### src/rtl/reset_sequencer.sv
// Board-level reset generator: merges POR, PLL lock, debounced key and software
// request into NCH active-high resets released in ascending order after a hold.
module reset_sequencer #(
   parameter int NCH             = 3,
   parameter int HOLD_CYCLES     = 1024,
   parameter int STAGGER_CYCLES  = 16,
   parameter int DEBOUNCE_CYCLES = 65536,
   parameter int KEY_ACTIVE_LOW  = 1,
   parameter int SYNC_STAGES     = 2
) (
   input  logic           clock,
   input  logic           reset,
   input  logic           pll_locked,
   input  logic           key,
   input  logic           sw_reset_req,
   input  logic           cause_clr,
   output logic [NCH-1:0] rst_o,
   output logic [NCH-1:0] rst_n_o,
   output logic           busy,
   output logic [2:0]     cause_o
);

   if (NCH < 1 || HOLD_CYCLES < 1 || STAGGER_CYCLES < 1 ||
       DEBOUNCE_CYCLES < 1 || SYNC_STAGES < 2) begin : g_param_check
      $fatal(1, "reset_sequencer: illegal parameter value");
   end

   localparam logic [1:0] S_ASSERT  = 2'd0;
   localparam logic [1:0] S_HOLD    = 2'd1;
   localparam logic [1:0] S_RELEASE = 2'd2;
   localparam logic [1:0] S_RUN     = 2'd3;

   localparam logic KEY_IDLE = (KEY_ACTIVE_LOW != 0) ? 1'b1 : 1'b0;

   localparam int CNT_MAX = (HOLD_CYCLES > STAGGER_CYCLES) ? HOLD_CYCLES : STAGGER_CYCLES;
   localparam int CW      = $clog2(CNT_MAX + 1);
   localparam int DBW     = $clog2(DEBOUNCE_CYCLES + 1);

   localparam logic [CW-1:0]  HOLD_LAST = CW'(HOLD_CYCLES - 1);
   localparam logic [CW-1:0]  STAG_LAST = CW'(STAGGER_CYCLES - 1);
   localparam logic [DBW-1:0] DB_LAST   = DBW'(DEBOUNCE_CYCLES - 1);

   logic [SYNC_STAGES-1:0] pll_sync_q;
   logic [SYNC_STAGES-1:0] key_sync_q;
   logic                   pll_sync;
   logic                   key_pressed_sync;

   logic [DBW-1:0] db_cnt;
   logic           key_db;
   logic           key_accept;
   logic           key_db_next;

   logic [1:0]     state;
   logic [CW-1:0]  cnt;
   logic [NCH-1:0] rst_q;
   logic [NCH-1:0] rst_shift;
   logic           seen_run;
   logic           src;

   logic           cause_en;
   logic [2:0]     cause_set;
   logic [2:0]     cause_q;

   always_ff @(posedge clock or posedge reset) begin
      if (reset) begin
         pll_sync_q <= '0;
         key_sync_q <= {SYNC_STAGES{KEY_IDLE}};
      end else begin
         pll_sync_q <= {pll_sync_q[SYNC_STAGES-2:0], pll_locked};
         key_sync_q <= {key_sync_q[SYNC_STAGES-2:0], key};
      end
   end

   assign pll_sync         = pll_sync_q[SYNC_STAGES-1];
   assign key_pressed_sync = key_sync_q[SYNC_STAGES-1] ^ KEY_IDLE;

   assign key_accept  = (key_pressed_sync != key_db) && (db_cnt == DB_LAST);
   assign key_db_next = key_accept ? key_pressed_sync : key_db;

   always_ff @(posedge clock or posedge reset) begin
      if (reset) begin
         db_cnt <= '0;
         key_db <= 1'b0;
      end else if (key_pressed_sync == key_db || key_accept) begin
         db_cnt <= '0;
         key_db <= key_db_next;
      end else begin
         db_cnt <= db_cnt + DBW'(1);
      end
   end

   assign src = ~pll_sync | key_db | sw_reset_req;

   // Channels release in ascending order, so a left shift of the all-ones
   // vector clears exactly the next channel; the sequence ends when it is empty.
   assign rst_shift = rst_q << 1;

   always_ff @(posedge clock or posedge reset) begin
      if (reset) begin
         state    <= S_ASSERT;
         cnt      <= '0;
         rst_q    <= '1;
         seen_run <= 1'b0;
      end else if (src) begin
         state <= S_ASSERT;
         cnt   <= '0;
         rst_q <= '1;
      end else begin
         case (state)
            S_ASSERT: begin
               state <= S_HOLD;
               cnt   <= '0;
            end
            S_HOLD, S_RELEASE: begin
               if (cnt == ((state == S_HOLD) ? HOLD_LAST : STAG_LAST)) begin
                  cnt   <= '0;
                  rst_q <= rst_shift;
                  if (rst_shift == '0) begin
                     state    <= S_RUN;
                     seen_run <= 1'b1;
                  end else begin
                     state <= S_RELEASE;
                  end
               end else begin
                  cnt <= cnt + CW'(1);
               end
            end
            default: begin
               cnt <= '0;
            end
         endcase
      end
   end

   // PLL loss only counts once a full sequence has completed; the other
   // causes also count once the FSM has left ASSERT for the first time.
   assign cause_en  = (state != S_ASSERT) || seen_run;
   assign cause_set = {sw_reset_req & cause_en, ~pll_sync & seen_run, key_db_next & cause_en};

   always_ff @(posedge clock or posedge reset) begin
      if (reset) begin
         cause_q <= '0;
      end else begin
         cause_q <= (cause_clr ? 3'b000 : cause_q) | cause_set;
      end
   end

   assign rst_o   = rst_q;
   assign rst_n_o = ~rst_q;
   assign busy    = |rst_q;
   assign cause_o = cause_q;

endmodule

### config.mk
export PLATFORM = sky130hd
export DESIGN_NAME = reset_sequencer
export DESIGN_NICKNAME = d
export VERILOG_FILES = /design/src/rtl/reset_sequencer.sv
export SDC_FILE = /design/constraint.sdc
export NUM_CORES = 1
export LEC_CHECK = 0
export ABC_AREA = 1
export CORE_MARGIN = 1.5
export CORE_UTILIZATION = 54
export CTS_BUF_LIST = sky130_fd_sc_hd__clkbuf_4 sky130_fd_sc_hd__clkbuf_8
export CTS_CLUSTER_SIZE = 14
export DETAILED_ROUTE_END_ITERATION = 16
export PLACE_DENSITY = 0.78
export REMOVE_ABC_BUFFERS = 1
export SETUP_SLACK_MARGIN = 0.1
export SYNTH_ARGS = -nofsm -noshare
export SYNTH_HDL_FRONTEND = slang
export SYNTH_SLANG_ARGS = --single-unit
### constraint.sdc
create_clock -name clock -period 2.09 [get_ports clock]
set_clock_uncertainty 0.2 [all_clocks]
set_input_delay 0.418 -clock clock [delete_from_list [all_inputs] [get_ports clock]]
set_output_delay 0.418 -clock clock [all_outputs]
set_load 0.01 [all_outputs]
=== After elaboration in Yosys (flattened, before gate mapping) ===
Cells that the tools add are included.

* Logic and storage cells: 56
* Output and inout bits: 10
* Input port bits: 6
* Flip-flop bits (word level): 42

* Bitwise gates (word level): 10
* Equality and inequality tests: 7
* Add/subtract/negate cells: 2
* Reductions and logical operators: 14
* Mux-type cells: 14

{| class="wikitable"
|+ Operators with widths
! operator !! count
|-
| $mux 11 || 3
|-
| $add 17x1->17 const B || 1
|-
| $eq 17x16->1 const B || 1
|-
| $mux 17 || 1
|-
| $mux 3 || 4
|-
| $add 11x1->11 const B || 1
|-
| $eq 11x10->1 || 1
|-
| $mux 10 || 1
|-
| $reduce_bool 2->1 || 3
|-
| $mux 2 || 2
|-
| $pmux 2 s2 || 1
|-
| $reduce_and 2->1 || 2
|-
| $reduce_and 4->1 || 1
|-
| $and 1x1->1 || 3
|-
| $logic_not 3->1 || 1
|-
| $ne 3x3->1 const B || 1
|-
| $not 1->1 || 3
|-
| $not 3->3 || 1
|-
| $or 3x3->3 || 1
|-
| $reduce_bool 3->1 || 1
|-
| $reduce_or 3->1 || 1
|-
| $eq 2x1->1 const B || 1
|-
| $eq 2x2->1 const B || 1
|-
| $logic_not 2->1 || 1
|-
| 7 further kinds || 10
|}

=== Depth between registers and ports, before layout ===
* Depth in word-level cells: 6
* Mapped depth: 11
* Depth with buffers taken out: 11

=== Worst setup path before layout ===
Ideal clock, no wire load.

* Kind: reg2reg
* Start: register db_cnt[0]
* End: register db_cnt[7]
* Clock period less this slack: 2.041 ns
* Cell stages (with the launch flop): 12
* Buffers on the path: 0
* Arrival time: 1.710 ns
* Library setup time: 0.131 ns
* Setup slack: 0.049 ns
* Data required time: 1.759 ns
* Cell sequence: dfrtp_1 ha_1 nand3_2 nor3_2 nand3_1 nor2_1 ha_1 inv_1 nand2_2 clkinv_1 o21ai_0 a21oi_1

* Word-level cells in the longest chain between the ends: 4
* Elaborated cells between the ends (all ways): 5
* Classes of those cells: add/sub: 1; eq/ne: 1; mux: 1; reduce/logical: 2

{| class="wikitable"
|+ RTL lines
! item !! RTL line !! RTL
|-
| from (decl) || 48 || <nowiki>logic [DBW-1:0] db_cnt;</nowiki>
|-
| from (signal assigned) || 88 || <nowiki>db_cnt <= db_cnt + DBW'(1);</nowiki>
|-
| branches (longest 3 deep; another with $add 17x1->17) || -- ||
|-
| $mux 17 * || 84 || <nowiki>end else if (key_pressed_sync == key_db || key_accept) begin</nowiki>
|}

Mark *: on every way between the ends.
A chain may end at the register's enable or synchronous reset.

=== Worst setup path in the final report ===
* Start: register db_cnt[1]
* End: register db_cnt[6]

The elaborated chain is that of the path after synthesis.

==> reports/qor.txt <==
Slew margin rel.: 0.775
Clock Tree Buf Depth: 2
Share of cells above drive strength 1: 0.140
WP data arrival: 1.90 ns
Post-synth top area cell: dfrtp_1
CORE AREA: 3630 µm²
Yosys top cell area share: 0.460
P per Cell Area: 620 nW/µm²
P_leak: 0.00115 µW
Tot GR Track Use: 0.198
Sw Share: 0.225
Critical Path RT: 2.05 ns
Highest clock rate: 516 MHz
Placed Area: 2270 µm²
Congestion Overflow GR: 0
Primary FF master, synth: dfrtp_1
Die ar.: 4100 µm²
Fin area: 2410 µm²
Worst Setup Start Kind: register
DR WL/cell: 11.4 µm
Largest net degree at the start of global routing: 43
Num CTS Buffers: 5
Worst-skew pair later-pin latency: 0.29 ns
Rows: 22
Synth cell types: 25
# Max-Cap Violations: 0
Mean area per synthesized cell: 8.32 µm²
Final worst slack: 0.154 ns
Most frequent cell after synthesis: nand2_1
Clock sinks: 42
Commonest cells in the synthesized netlist: nand2_1, nor2_1, dfrtp_1, inv_1
Register area share after synthesis: 0.525
Final min period: 1.94 ns
Fin Hold WS: 0.159 ns
DR iter-0 viols: 87
RSZ-0062 raised after global routing: yes
Worst-margin pin slew: 0.334 ns
Number of synthesis warnings: 0
Min-Delay Path Class: register to register
Hold-fix buffers, CTS: 0
Clock power frac: 0.363
First-pass GRT wire length: 6.30 mm
Layout Nets: 282
Area growth, synth to finish: 19.8%
Die width: 64.1 µm
Ports: 16
Hpwl dp: 2.61 mm
Synthesized instance count: 242
Pins Over Slew Limit: 0
Antenna viol nets, final: 0
Initial antenna violation count: 0
Vias per cell: 5.07
Max VDD drop: 0.356 mV
Worst-path fanout max: 10
Setup violators final: 0
Internal power: 1160 µW
Sequential power share: 0.563
Yosys reg bits: 42
Clk slew on worst S/H paths: 0.08 ns
Status: completed
Pre-CTS setup slack: -0.0799 ns
Synth area leaders: dfrtp_1, nand2_1, nor2_1, dfstp_2, inv_1
P_sw: 336 µW
CTS H-tree depth: 2
FFs w/ async S/R, synth: 1.00
Die Y: 64.1 µm
PortBufs: 15
DRC: 0
Routed wire length: 3.65 mm
Antenna Cells: 0
1st-pass router iterations: 4
Mapped Area: 2010 µm²
Post-synth EDFFs: 0
WS Path Type: register to register
Post-route clock period utilization: 0.926
Final Hold Fails: 0
Gp weighted congestion: 0.763
Comb pwr share: 0.074
Vias in the first global route: 1,550
Initial Util: 0.554
Clock root buffer: clkbuf_8
Via Count: 1,623
CTS tree: built
CP Capture Type: register
[area by class of cell]
| class | instances | area, µm² |
|---|---|---|
| Clock buffer | 7 | 90.1 |
| Inverter | 35 | 134 |
| Sequential cell | 42 | 1060 |
| Fill cell | 307 | 1220 |
| Timing Repair Buffer | 23 | 221 |
| Tap cell | 48 | 60.1 |
| Clock inverter | 1 | 5.00 |
| Multi-Input combinational cell | 164 | 845 |
[final timing paths]
| path | from | end | slack [ns] | depth (start not counted) |
|---|---|---|---|---|
| max in group asynchronous | reset | key_sync_q[1] | 1.15 | 3 |
| worst max-delay path | db_cnt[1] | db_cnt[6] | 0.15 | 11 |
| worst min register to register | key_sync_q[0] | key_sync_q[1] | 0.16 | 0 |
| min in group asynchronous | reset | cnt[10] | 0.27 | 3 |
| worst max register to register | db_cnt[1] | db_cnt[6] | 0.15 | 11 |
| worst min-delay path | key_sync_q[0] | key_sync_q[1] | 0.16 | 0 |
[layout by cell type (no fill, tap or decap), types with 2 or more instances in the layout]
cell type / n
a21oi_1: 10
buf_4: 7
clkbuf_8: 6
clkdlybuf4s50_1: 8
dfrtp_1: 37
dfstp_2: 5
dlygate4sd2_1: 5
dlymetal6s2s_1: 2
ha_1: 4
inv_1: 34
nand2_1: 48
nand2_2: 4
nand3_1: 11
nand3_2: 3
nand4_1: 4
nor2_1: 44
nor3_1: 6
o21ai_0: 9
o21ai_2: 3
o21bai_1: 2
xnor2_1: 3
xor2_1: 3
[flip-flops by register name, indices dropped and copies added, names as in the netlist]
| signal | count |
|---|---|
| seen_run | 1 |
| key_sync_q | 2 |
| cause_o | 3 |
| cnt | 11 |
| state | 2 |
| db_cnt | 17 |
| pll_sync_q | 2 |
| rst_o | 3 |
| key_db | 1 |
[kinds of logic (layout without fill, tap and decap cells)]
| family | after synthesis | in the layout | share of synthesized area |
|---|---|---|---|
| compound gates | 28 | 28 | 0.0777 |
| xor+xnor | 6 | 6 | 0.0261 |
| fa+ha+maj | 5 | 5 | 0.0311 |
| buf+inv | 36 | 66 | 0.0708 |
| flops | 42 | 42 | 0.525 |
| simple gates | 125 | 125 | 0.269 |
[critical path, stage by stage, from the launching register on]
cell,delay [ns]
dfrtp_1,0.36
ha_2,0.23
nand3_4,0.09
nor3_4,0.22
nand3_2,0.10
nor2_2,0.09
ha_1,0.14
inv_1,0.06
nand2_2,0.10
inv_4,0.07
o21ai_0,0.08
nor2_1,0.06
[metal layers]
metal  share of wire  global-route usage  up-vias
met1            0.44               0.223      770
li1                -                   -      821
met4           0.016              0.0870        0
met3           0.033              0.0546        7
met2            0.51               0.346       25
met5               0                   0        -
[power by group through the flow]
stage	combinational [µW]	sequential (µW)	clock, µW
2_1_floorplan	55.7	858	0
3_5_place_dp	110	858	0
4_1_cts	109	842	556
3_3_place_gp	108	856	0
6_report	110	843	543
5_1_grt	124	844	591
[per-stage QoR]
stage / TNS (ns) / instances / util / power [µW]
finish: 0 / 320 / 0.664 / 1500
CTS: 0 / 318 / 0.651 / 1510
global route: 0 / 320 / 0.664 / 1560
detailed placement: -0.130 / 310 / 0.625 / 968
floorplan: 0 / 241 / - / 914
global placement: 0 / 310 / 0.625 / 964
[what timing repair did]
item | in CTS | in global routing
gates resized for setup | 7 | 12
buffers inserted | 0 | 2
setup endpoints to repair | 15 | 18
pin swaps | 0 | 3
Note: power is estimated with default switching activity, not from simulation.
